<file path="src/rtl/mux_bin_pipe.sv">
// Pipelined binary-select multiplexer: a tree of SPLIT-way mux levels, each followed by a
// register stage, with valid/ready flow control that lets bubbles collapse.
module mux_bin_pipe #(
  parameter type          DAT_T     = logic [7:0],
  parameter int unsigned  WIDTH     = 16,
  parameter int unsigned  SPLIT     = 4,
  localparam int unsigned WIDTH_LOG = $clog2(WIDTH),
  localparam int unsigned SPLIT_LOG = $clog2(SPLIT)
) (
  input  logic                 clk,
  input  logic                 rst,
  input  logic                 i_vld,
  output logic                 i_rdy,
  input  logic [WIDTH_LOG-1:0] bin,
  input  DAT_T [WIDTH-1:0]     ary,
  output logic                 o_vld,
  input  logic                 o_rdy,
  output DAT_T                 dat
);

  localparam int unsigned LEVELS = (WIDTH_LOG + SPLIT_LOG - 1) / SPLIT_LOG;
  localparam int unsigned BIN_W  = LEVELS * SPLIT_LOG;
  localparam int unsigned PAD    = 1 << BIN_W;

  logic [LEVELS-1:0] vld;
  logic [LEVELS-1:0] rdy;

  // A stage can load when it or any stage downstream of it is empty, or the sink is ready.
  for (genvar k = 0; k < LEVELS; k++) begin : g_rdy
    assign rdy[k] = o_rdy || !(&vld[LEVELS-1:k]);
  end

  for (genvar k = 0; k < LEVELS; k++) begin : g_stg
    localparam int unsigned NI = PAD >> (k * SPLIT_LOG);
    localparam int unsigned NO = NI >> SPLIT_LOG;
    localparam int unsigned SI = BIN_W - k * SPLIT_LOG;
    localparam int unsigned SO = SI - SPLIT_LOG;

    DAT_T [NI-1:0] a_in;
    DAT_T [NO-1:0] a_nxt;
    DAT_T [NO-1:0] a_q;
    logic [SI-1:0] s_in;
    logic          v_in;
    logic          vld_q;

    // Level 0 takes the zero-padded array; later levels take the previous register.
    if (k == 0) begin : g_head
      always_comb begin
        a_in            = '0;
        a_in[WIDTH-1:0] = ary;
      end
      assign s_in = SI'(bin);
      assign v_in = i_vld;
    end else begin : g_body
      assign a_in = g_stg[k-1].a_q;
      assign s_in = g_stg[k-1].g_sel.s_q;
      assign v_in = vld[k-1];
    end

    // Each group of SPLIT consecutive elements is reduced by the low select digit.
    for (genvar j = 0; j < NO; j++) begin : g_mux
      DAT_T [SPLIT-1:0] grp;
      assign grp      = a_in[j*SPLIT +: SPLIT];
      assign a_nxt[j] = grp[s_in[SPLIT_LOG-1:0]];
    end

    always_ff @(posedge clk) begin
      if (rst) begin
        vld_q <= 1'b0;
        a_q   <= '0;
      end else if (rdy[k]) begin
        vld_q <= v_in;
        if (v_in) begin
          a_q <= a_nxt;
        end
      end
    end

    // Remaining select digits travel with the data; the final level has none left.
    if (SO > 0) begin : g_sel
      logic [SO-1:0] s_q;
      always_ff @(posedge clk) begin
        if (rst) begin
          s_q <= '0;
        end else if (rdy[k] && v_in) begin
          s_q <= s_in[SI-1:SPLIT_LOG];
        end
      end
    end

    assign vld[k] = vld_q;
  end

  assign i_rdy = rdy[0] && !rst;
  assign o_vld = vld[LEVELS-1];
  assign dat   = g_stg[LEVELS-1].a_q[0];

endmodule
</file>
<file path="config.mk">
export PLATFORM = sky130hd
export DESIGN_NAME = mux_bin_pipe
export DESIGN_NICKNAME = d
export VERILOG_FILES = /design/src/rtl/mux_bin_pipe.sv
export SDC_FILE = /design/constraint.sdc
export NUM_CORES = 1
export LEC_CHECK = 0
export ABC_CLOCK_PERIOD_IN_PS = 1800
export BUFFER_PORTS_ARGS = -buffer_cell sky130_fd_sc_hd__buf_2
export CAP_MARGIN = 5
export CORE_MARGIN = 5
export CORE_UTILIZATION = 38
export CTS_CLUSTER_DIAMETER = 40
export DETAILED_ROUTE_END_ITERATION = 7
export PLACE_DENSITY = 0.72
export SYNTH_ARGS = -nofsm -noshare
export SYNTH_HDL_FRONTEND = slang
export SYNTH_SLANG_ARGS = --single-unit
</file>
<file path="constraint.sdc">
create_clock -name clk -period 1.8 [get_ports clk]
set_clock_uncertainty 0.2 [all_clocks]
set_input_delay 0.09 -clock clk [delete_from_list [all_inputs] [get_ports clk]]
set_output_delay 0.09 -clock clk [all_outputs]
set_load 0.1 [all_outputs]
</file>
After elaboration in Yosys (flattened, before gate mapping)
Cells that the tools add are included.
Widths: inputs -> output; s select.
{"block": "op_classes", "order_cmp": 2, "reduce_logical": 10, "mux": 10}
{"op": "$bmux 8 s2", "count": 5}
{"op": "$mux 8", "count": 5}
{"op": "$lt 2x3->1 const B", "count": 2}
{"op": "$reduce_and 2->1", "count": 3}
{"op": "$logic_not 1->1", "count": 3}
{"op": "$logic_and 1x1->1", "count": 2}
{"op": "$logic_or 1x1->1", "count": 2}
{"block": "word_totals", "input_bits": 136, "output_inout_bits": 10, "word_cells": 30, "register_bits": 44}

Depth between registers and ports, before layout
Gate-level depths: netlist of the first run.
{"block": "logic_depth", "word_depth": 4, "ltp_mapped": 5, "mapped_depth_nobuf": 3}

Worst setup path before layout of the first run
Ideal clock, no wire load.
{"block": "synth_path", "path_type": "reg-to-output", "from": "register g_stg[1].vld_q (netlist: o_vld)", "to": "output port i_rdy", "arrival_time_ps": 2305, "t_required_ps": 1510, "n_path_buf": 0, "path_stages_with_launch": 3, "path_slack_ps": -795, "path_cell_list": "dfxtp_1 and3b_1 nor2_1"}
{"block": "synth_between", "elab_chain_len": 4}
{"item": "start: declaration", "line": "44", "text": "logic vld_q;"}
{"item": "start signal: assignment", "line": "72", "text": "vld_q <= v_in;"}
{"item": "$reduce_and 2->1", "line": "30", "text": "assign rdy[k] = o_rdy || !(&vld[LEVELS-1:k]);"}
{"item": "$logic_not 1->1", "line": "30"}
{"item": "$logic_or 1x1->1", "line": "30"}
{"item": "$logic_and 1x1->1", "line": "94", "text": "assign i_rdy = rdy[0] && !rst;"}
{"item": "end: declaration", "line": "13", "text": "output logic i_rdy,"}
No other way between the ends.

Worst setup path after layout of the first run
{"block": "layout_path", "from": "register g_stg[0].g_sel.s_q[1]", "to": "register g_stg[1].a_q (netlist bit dat[1])"}
{"block": "layout_between", "elab_chain_len": 2}
{"item": "start: declaration", "line": "81", "text": "logic [SO-1:0] s_q;"}
{"item": "start signal: assignment", "line": "86", "text": "s_q <= s_in[SI-1:SPLIT_LOG];"}
{"item": "$bmux 8 s2", "line": "64", "text": "assign a_nxt[j] = grp[s_in[SPLIT_LOG-1:0]];"}
{"item": "$mux 8 (implied by the code)", "line": "64"}
{"item": "end signal: assignment", "line": "74", "text": "a_q <= a_nxt;"}
{"item": "end: declaration", "line": "41", "text": "DAT_T [NO-1:0] a_q;"}
No other way between the ends. The select of a mux whose other input is x is not followed.
A chain may end at the register's enable or synchronous reset.

==> flow_results.org, run 1 <==
** Critical path
- The slowest stage of the critical path belongs to the cell dfxtp_1.
- At the worst endpoint, the arrival time is 1.63 ns.
- Type of destination of the critical path :: register
- Bufs and invs on worst path :: 0
- Of all nets on the critical path, the largest fanout is 8.
- For the worst setup path, the data required time is 1.77 ns.
- Type of the worst setup path :: register to register
- Slack of the worst reg-to-reg path :: 0.15 ns
- Maximum single-stage delay on the critical path :: 0.60 ns
- Ordered cell list for the critical path :: mux4_2, nand3_1, a21oi_1
- Kind of start point of the critical path :: register
- The cell family contributing the most delay on the critical path is flip-flops.

** Routing
- Across all layers, the routed design uses 2199 vias.
- Vias per cell :: 5.46
- In this run the remaining antenna-violating nets after routing total 0.
- For this run, the detailed router's first-pass iteration total came to 4.
- Wire length per cell after detailed routing :: 17.8 microns
- In the routed design, unresolved DRC markers number 0.
- Starting DRC count in detailed routing :: 112
- The routed design has 7.18 mm of wire.

** Power
- Of the total power, the share spent switching nets is 0.261.
- The share of total power dissipated in combinational logic is 0.252.
- Overall power consumption after layout is estimated at 0.00229 W.
- IR analysis of the VDD net gives a maximum drop of 352 uV.
- The share of total power dissipated in the clock network is 0.272.
- The analysis attributes to net switching a power of 0.000597 W.
- For this design the ratio of total power to cell area is 669 mW/mm^2.
- The internal power of the cells totals 0.00169 W.
- For this design the static power due to leakage is 1.52 nW.
- Sequential cell fraction of total power :: 0.476

** Die
- For this design the top-level I/O count stands at 146.
- The floorplan step defined a core boundary enclosing 0.00624 sq mm.
- Initial Util :: 0.386
- The floorplan has 29 rows.
- The die covers 0.00803 sq mm.
- Vert. Die Dim :: 89.6 microns
- The floorplan step set the die width to 89.6 microns.

** Job
- The tool flagged a number of max-cap violations equal to 0.

** Synthesis
- Net count after synthesis :: 311
- A synthesized cell averages 13.8 sq um.
- After synthesis the cells add up to 0.00241 sq mm.
- Of the post-synthesis cell area, the dominant cell type holds 0.366.
- By area the synthesized netlist is led by dfxtp_1 (37%), mux4_2 (36%), a22o_1 (12%).
- Share of synthesized area occupied by flip-flops and latches :: 0.366
- After synthesis, the largest family of logic cells by area is multiplexers.
- XOR/XNOR Fraction of Synth Area :: 0
- After synthesis, the share of cell area in mux cells is 0.377.
- During synthesis, Yosys emitted a total of 0 warnings.
- Synthesis produced 175 cells.
- In this run, synthesis produced a sequential element count of 44.
- Area share of fa/ha/maj cells after synthesis :: 0
- The complex-gate fraction of the synthesized area came to 0.166.
- Simple-Gate Fraction of Synth Area :: 0.0385
- Distinct cells, synth :: 20
- Cell type with the highest aggregate area in the netlist :: dfxtp_1

** Timing
- The number of pins with negative max-slew slack in the final report came to 0.
- Setup violations remaining at the end of the flow were counted as 0.
- Final worst-path setup slack :: 0.145 ns
- Setup total negative slack on the finished layout was measured at 0 ns.
- Fin. Hold Viols :: 0
- Measured against its own limit, the worst slew margin works out to 0.660.
- For this run, the top clock speed supported by timing is 0.604 GHz.
- In the finished design, the share of the clock period the worst path needs comes to 0.919.
- The worst path needs 1.65 ns of the cycle, external delays included.
- Least-Margin Pin Slew :: 0.514 ns
- Setup repair after global routing left no endpoint under its margin.

** Global route
- First-pass GRT wire length :: 10.8 mm
- Initial antenna violation count :: 0
- The number of global-route vias before repair is 2291.
- Remaining global-route overflow :: 0
- GRT Resource Usage Total :: 0.176
- Largest net degree at the start of global routing :: 33

** Layout
- Of the cells placed in the final design, the portion with a size suffix greater than 1 is 0.620.
- Antenna Cells :: 0
- From synthesis to final layout, the design area changed by 42.0%.
- Filler cell count in the final layout :: 555
- At the end of the flow, the number of nets in the layout was 461.

** Worst hold path
- Min-delay worst type :: input pin to register

** Status
- Result of the run :: complete, no violations

** Clock network
- The clock net in this run drives a total of 44 sinks.
- Buffers added to address setup during post-CTS repair amount to 0.
- TritonCTS built the clock tree.
- Clock Path Buffers :: 2
- The H-tree was split into 2 levels.
- Clock-pin slew was measured on the worst setup and hold paths at 0.08 ns.
- The cell sitting at the root of the clock tree is a clkbuf_8.
- Once the clock tree was built, the resizer swapped 0 gates to a different size.
- Number of hold buffers added after CTS :: 7
- Clock latency reported for the late side of the worst-skew pair :: 0.29 ns
- Number of buffers created by CTS :: 5

** Placement
- At the end of routability-driven placement, the weighted congestion stood at 0.822.
- Port buffering added 145 buffers.
- Placed wire-length estimate after detailed placement :: 5.78 mm
- Timing analysis after detailed placement gives a worst setup slack of 0.140 ns.
==> layer usage <==
metal | track usage | wire, microns | vias to the layer above
li1 | - | - | 1034
met3 | 0.0365 | 537 | 9
met2 | 0.296 | 3670 | 100
met1 | 0.228 | 2850 | 1056
met4 | 0.0528 | 115 | 0
met5 | 0 | 0 | -
==> final timing paths <==
check | start | end | cells after the start
min reg2reg | g_stg[0].a_q[29]$_SDFFE_PP0P_ | g_stg[0].a_q[29]$_SDFFE_PP0P_ | 1
min | ary[48] | g_stg[0].a_q[8]$_SDFFE_PP0P_ | 3
max | g_stg[0].g_sel.s_q[1]$_SDFFE_PP0P_ | dat[1]$_SDFFE_PP0P_ | 3
max reg2reg | g_stg[0].g_sel.s_q[1]$_SDFFE_PP0P_ | dat[1]$_SDFFE_PP0P_ | 3
==> cell families after synthesis <==
kind of cell,after synthesis
AO/OA/AOI/OAI,55
flip-flops,44
multiplexers,40
buffers and inverters,20
AND/OR/NAND/NOR,16
==> power by group through the flow <==
stage                     combinational [W]  clock [W]  sequential (W)
after detailed placement           0.000568          0         0.00111
after floorplan                    0.000312          0         0.00114
after CTS                          0.000580   0.000629         0.00109
final                              0.000576   0.000623         0.00109
after global placement             0.000554          0         0.00111
after global routing               0.000622   0.000677         0.00109
==> layout make-up <==
cell class,count,area [sq um],share of cell area
multi-input combinational,111,1410,0.414
timing repair buffer,161,928,0.272
sequential,44,882,0.258
tap,77,96.3,0.0282
clock buffer,8,90.1,0.0264
inverter,2,7.51,0.00220
==> layout by cell type (no fill, tap or decap) <==
cell and instances:
nand3b_1 1, inv_1 2, buf_12 5, a22o_1 32
a21oi_1 12, a21oi_2 1, dfxtp_2 1, and3b_1 1
buf_4 5, o21ai_0 10, nand3_1 10, nor2_4 1
clkbuf_1 2, mux4_2 38, mux4_1 2, dlygate4sd3_1 7
nand2b_1 1, nor3_4 1, dfxtp_1 43, buf_2 144
nor2b_1 1, clkbuf_8 6
==> worst reg2reg max path, cell delays in order, from the launching register on <==
cell and delay [ns]:
dfxtp_1 0.60, mux4_2 0.57, nand3_1 0.10, a21oi_1 0.07
==> synth_stat cells, drive strengths merged <==
library cell and instances:
nand3 10, mux4 40, nor2b 1, inv 2, a21oi 13, clkbuf 3, nor2 1, and3b 1
a22o 32, nor3 1, nand3b 1, nand2b 1, buf 15, o21ai 10, dfxtp 44
==> sequential cells by signal, summed over array words and instances (netlist names) <==
signal,count
dat,8
g_stg.vld_q,1
g_stg.g_sel.s_q,2
g_stg.a_q,32
o_vld,1
==> metrics by stage <==
step	std cells	utilization	cell area (sq um)	hold slack, ns
global route	403	0.548	3420	0.0165
global placement	388	0.522	3260	0.167
floorplan	175	-	2420	-0.0483
CTS	403	0.548	3420	0.0144
finish	403	0.548	3420	0.0171
detailed placement	388	0.522	3260	0.174
(Power assumes the default switching activity.)
==> run 2: changes to the inputs <==
ABC_CLOCK_PERIOD_IN_PS = 1900   (was 1800)
clock period = 1.9 ns   (was 1.8 ns; I/O delays follow)
==> run 2 against run 1 <==
Net effect:
- power fell by 5.7%
- largest cell class unchanged
- cell area fell by 1.1%
- critical endpoint is now i_rdy
- count of clock-buffer cells in the layout fell by 2
- global-route usage rose by 0.16 points
- largest power group unchanged
==> flow_results.org, run 2 (synthesis results as in run 1) <==
** Clock network
- The CTS buffer count was 5 (unchanged).
- Clock Path Buffers :: 2 (unchanged)
- The clock latency of the later-clocked register in the worst-skew pair is 0.29 ns (about the same).
- Buffer cell driving the clock tree root :: clkbuf_8
- The H-tree depth was 2 (unchanged).
- Clock tree from TritonCTS :: built
- The total clock sinks is 44 (unchanged).
- Clock slew seen by the registers of the worst setup and hold paths :: 0.08 ns (about the same)
- The post-CTS repair timing setup buffer count is 0 (unchanged).

** Critical path
- The required time of the worst setup path was 1.60 ns (-0.17 ns).
- The largest driver fanout on the critical path came to 3 (-5).
- The critical path in this run is classified as register to output port.
- Arrival time of the worst setup path :: 1.54 ns (-0.09 ns)
- In this run the critical register-to-register path is launched from g_stg[0].g_sel.s_q[1]$_SDFFE_PP0P_.
- Maximum single-stage delay on the critical path :: 0.42 ns (-0.18 ns)
- Slack of the worst reg-to-reg path :: 0.17 ns (+0.02 ns)
- R2r worst-path depth :: 3 (unchanged)
- Type of destination of the critical path :: output port
- Destination of the worst register-to-register timing path :: dat[4]$_SDFFE_PP0P_
- STA classifies the critical path startpoint as a register.
- The slowest stage of the critical path belongs to the cell buf_2.
- Traced cell by cell, the critical path runs through and3b_1, buf_4, nor2_4, buf_2.

** Worst hold path
- In this run the worst hold path is classified as input pin to register.
- The depth of the worst hold-timing path came to 3 (unchanged).
- The worst hold path begins at ary[25].
- The path with the worst hold slack has its endpoint at g_stg[0].a_q[1]$_SDFFE_PP0P_.

** Timing
- Min Clock Period, post-route :: 1.84 ns
- For this run, the top clock speed supported by timing is 0.544 GHz.
- Final count of negative-setup-slack endpoints :: 0 (unchanged)
- Fin. Hold Viols :: 0 (unchanged)
- Summed negative setup slack over all endpoints :: 0 ns (unchanged)
- Rel. slew slack :: 0.543 (-0.116)
- Share of the clock period used by the worst path :: 0.968
- Least-Margin Pin Slew :: 0.683 ns (+0.169 ns)
- Setup repair after global routing left no endpoint under its margin.
- The number of pins with negative max-slew slack in the final report was 0 (unchanged).

** Die
- Floorplan core area :: 0.00624 sq mm (unchanged)
- Die W :: 89.6 microns (unchanged)
- The cell row count was 29 (unchanged).
- Vert. Die Dim :: 89.6 microns (unchanged)
- Initial Util :: 0.386 (unchanged)
- The top-level port count was 146 (unchanged).
- Area of the die :: 0.00803 sq mm (unchanged)

** Layout
- The count of filler cells inserted in the layout is 544 (-2.0%).
- Design area :: 0.00338 sq mm (-1.1%)
- In the layout the commonest cells are buf_2 (145), dfxtp_1 (43), mux4_2 (38), a22o_1 (32), a21oi_1 (12).
- Most common cell after layout, fill and taps aside :: buf_2
- Net count reported at finish :: 459 (-0.43%)
- Relative to the synthesized area, the layout overhead comes to 40.4%.
- The flip-flop count of the largest register, all copies and words added came to 32 (unchanged).
- g_stg.a_q holds more flip-flops than any other register.
- Count of placed standard cells in the final layout, fillers left out :: 401 (-0.50%)
- The share of final-layout standard cells stronger than drive strength 1 was 0.633 (+0.0131).
- The count of inserted antenna diode cells came to 0 (unchanged).

** Routing
- Starting DRC count in detailed routing :: 101 (-9.8%)
- Vias per cell :: 5.37 (-1.6%)
- 1st-pass router iterations :: 4 (unchanged)
- Number of routed nets with antenna violations :: 0 (unchanged)
- The detail-routed net length per standard cell is 17.6 microns (-1.3%).
- The DRC violations left is 0 (unchanged).
- Drt total wl :: 7.05 mm (-1.8%)
- The via count of the routed design is 2154 (-2.0%).

** Placement
- The number of placed instances, taps included is 388 (unchanged).
- Buffers added on ports :: 145 (unchanged)
- Placed inst area :: 0.00323 sq mm (-0.84%)
- Placed wire-length estimate after detailed placement :: 5.68 mm (-1.7%)
- The routability congestion estimate from global placement is 0.794 (-3.4%).

** Power
- Static leakage :: 1.51 nW (-0.97%)
- Worst vdd rail ir drop :: 315 uV (-11%)
- Total power divided by cell area :: 638 mW/mm^2 (-4.7%)

** Global route
- The number of global-route vias before repair came to 2274 (-0.74%).
- The total congestion overflow is 0 (unchanged).
- The first-pass GRT wire length was 10.9 mm (+0.38%).
- GRT Resource Usage Total :: 0.177 (+0.00158)
- The maximum number of pins on one net before global-route repair came to 33 (unchanged).
- The number of antenna violations at the first check in global routing came to 0 (unchanged).

** Job
- Number of max-cap violations :: 0 (unchanged)

** Status
- The flow ran to the end, and the final reports show no timing, DRC or antenna violations.
## run 2: changes by cell type in the layout (fill, tap and decap cells not counted), sizes merged
cell / before / now
clkinv: 0 / 2
nor3: 1 / 2
dlygate4sd3: 7 / 4
clkbuf: 8 / 6
## run 2: worst max-delay path by stage
| stage | cells past startpoint | endpoint | from | slack (ns) |
|---|---|---|---|---|
| 6_report | 4 | i_rdy | o_vld$_SDFFE_PP0P_ | 0.06 |
| 5_1_grt | 4 | i_rdy | o_vld$_SDFFE_PP0P_ | 0.01 |
| 4_1_cts | 3 | g_stg[0].a_q[23]$_SDFFE_PP0P_ | o_vld$_SDFFE_PP0P_ | 0.005 |
| 3_5_place_dp | 3 | g_stg[0].a_q[21]$_SDFFE_PP0P_ | o_vld$_SDFFE_PP0P_ | -0.02 |
| 3_3_place_gp | 3 | g_stg[0].a_q[21]$_SDFFE_PP0P_ | o_vld$_SDFFE_PP0P_ | 0.01 |
| 2_1_floorplan | 4 | g_stg[0].a_q[0]$_SDFFE_PP0P_ | o_vld$_SDFFE_PP0P_ | 0.16 |
## run 2: stage by stage
step | hold WS, ns | total power (W) | util | setup WS [ns]
6_report | 0.0221 | 0.00215 | 0.542 | 0.0602
2_1_floorplan | -0.0433 | 0.00137 | - | 0.163
4_1_cts | 0.0173 | 0.00217 | 0.540 | 0.00508
5_1_grt | 0.0237 | 0.00226 | 0.542 | 0.0122
3_3_place_gp | 0.165 | 0.00157 | 0.518 | 0.0113
3_5_place_dp | 0.161 | 0.00158 | 0.518 | -0.0179
## run 2: timing repair
item / 4_1_cts / 5_1_grt
cloned: 1 / 0
hold buffers: 4 / 0
pin swaps: 1 / 0
hold endpoints to repair: 2 / 0
endpoints found under the setup margin: 18 / 16
resized for setup: 0 / 1
## run 2: metal layers
metal / part of all wire / global-route usage / up-vias / wire length [microns]
met5: 0 / 0 / - / 0
met2: 0.51 / 0.299 / 105 / 3600
met3: 0.087 / 0.0447 / 10 / 616
met4: 0.019 / 0.0568 / 0 / 131
met1: 0.38 / 0.223 / 1010 / 2700
li1: - / - / 1029 / -
## run 2: power by group
group	switching [W]	total [W]	leakage, nW	internal, W
sequential	0.0000387	0.00102	0.362	0.000985
combinational	0.000231	0.000539	1.09	0.000308
clock	0.000302	0.000592	0.0510	0.000290
total	0.000572	0.00215	1.51	0.00158
## run 2: area by class of cell
type                       count  area [sq um]  area share
timing repair buffer         158           871       0.258
sequential                    44           882       0.261
tap                           77          96.3      0.0285
inverter                       2          7.51     0.00222
clock buffer                   6          82.6      0.0244
clock inverter                 2          10.0     0.00296
multi-input combinational    112          1430       0.423
## run 2: worst max-delay path, delay by kind of cell (launching register included)
kind	cells	cell delay [ns]
buffers and inverters	2	0.61
flip-flops	1	0.32
AND/OR/NAND/NOR	2	0.32
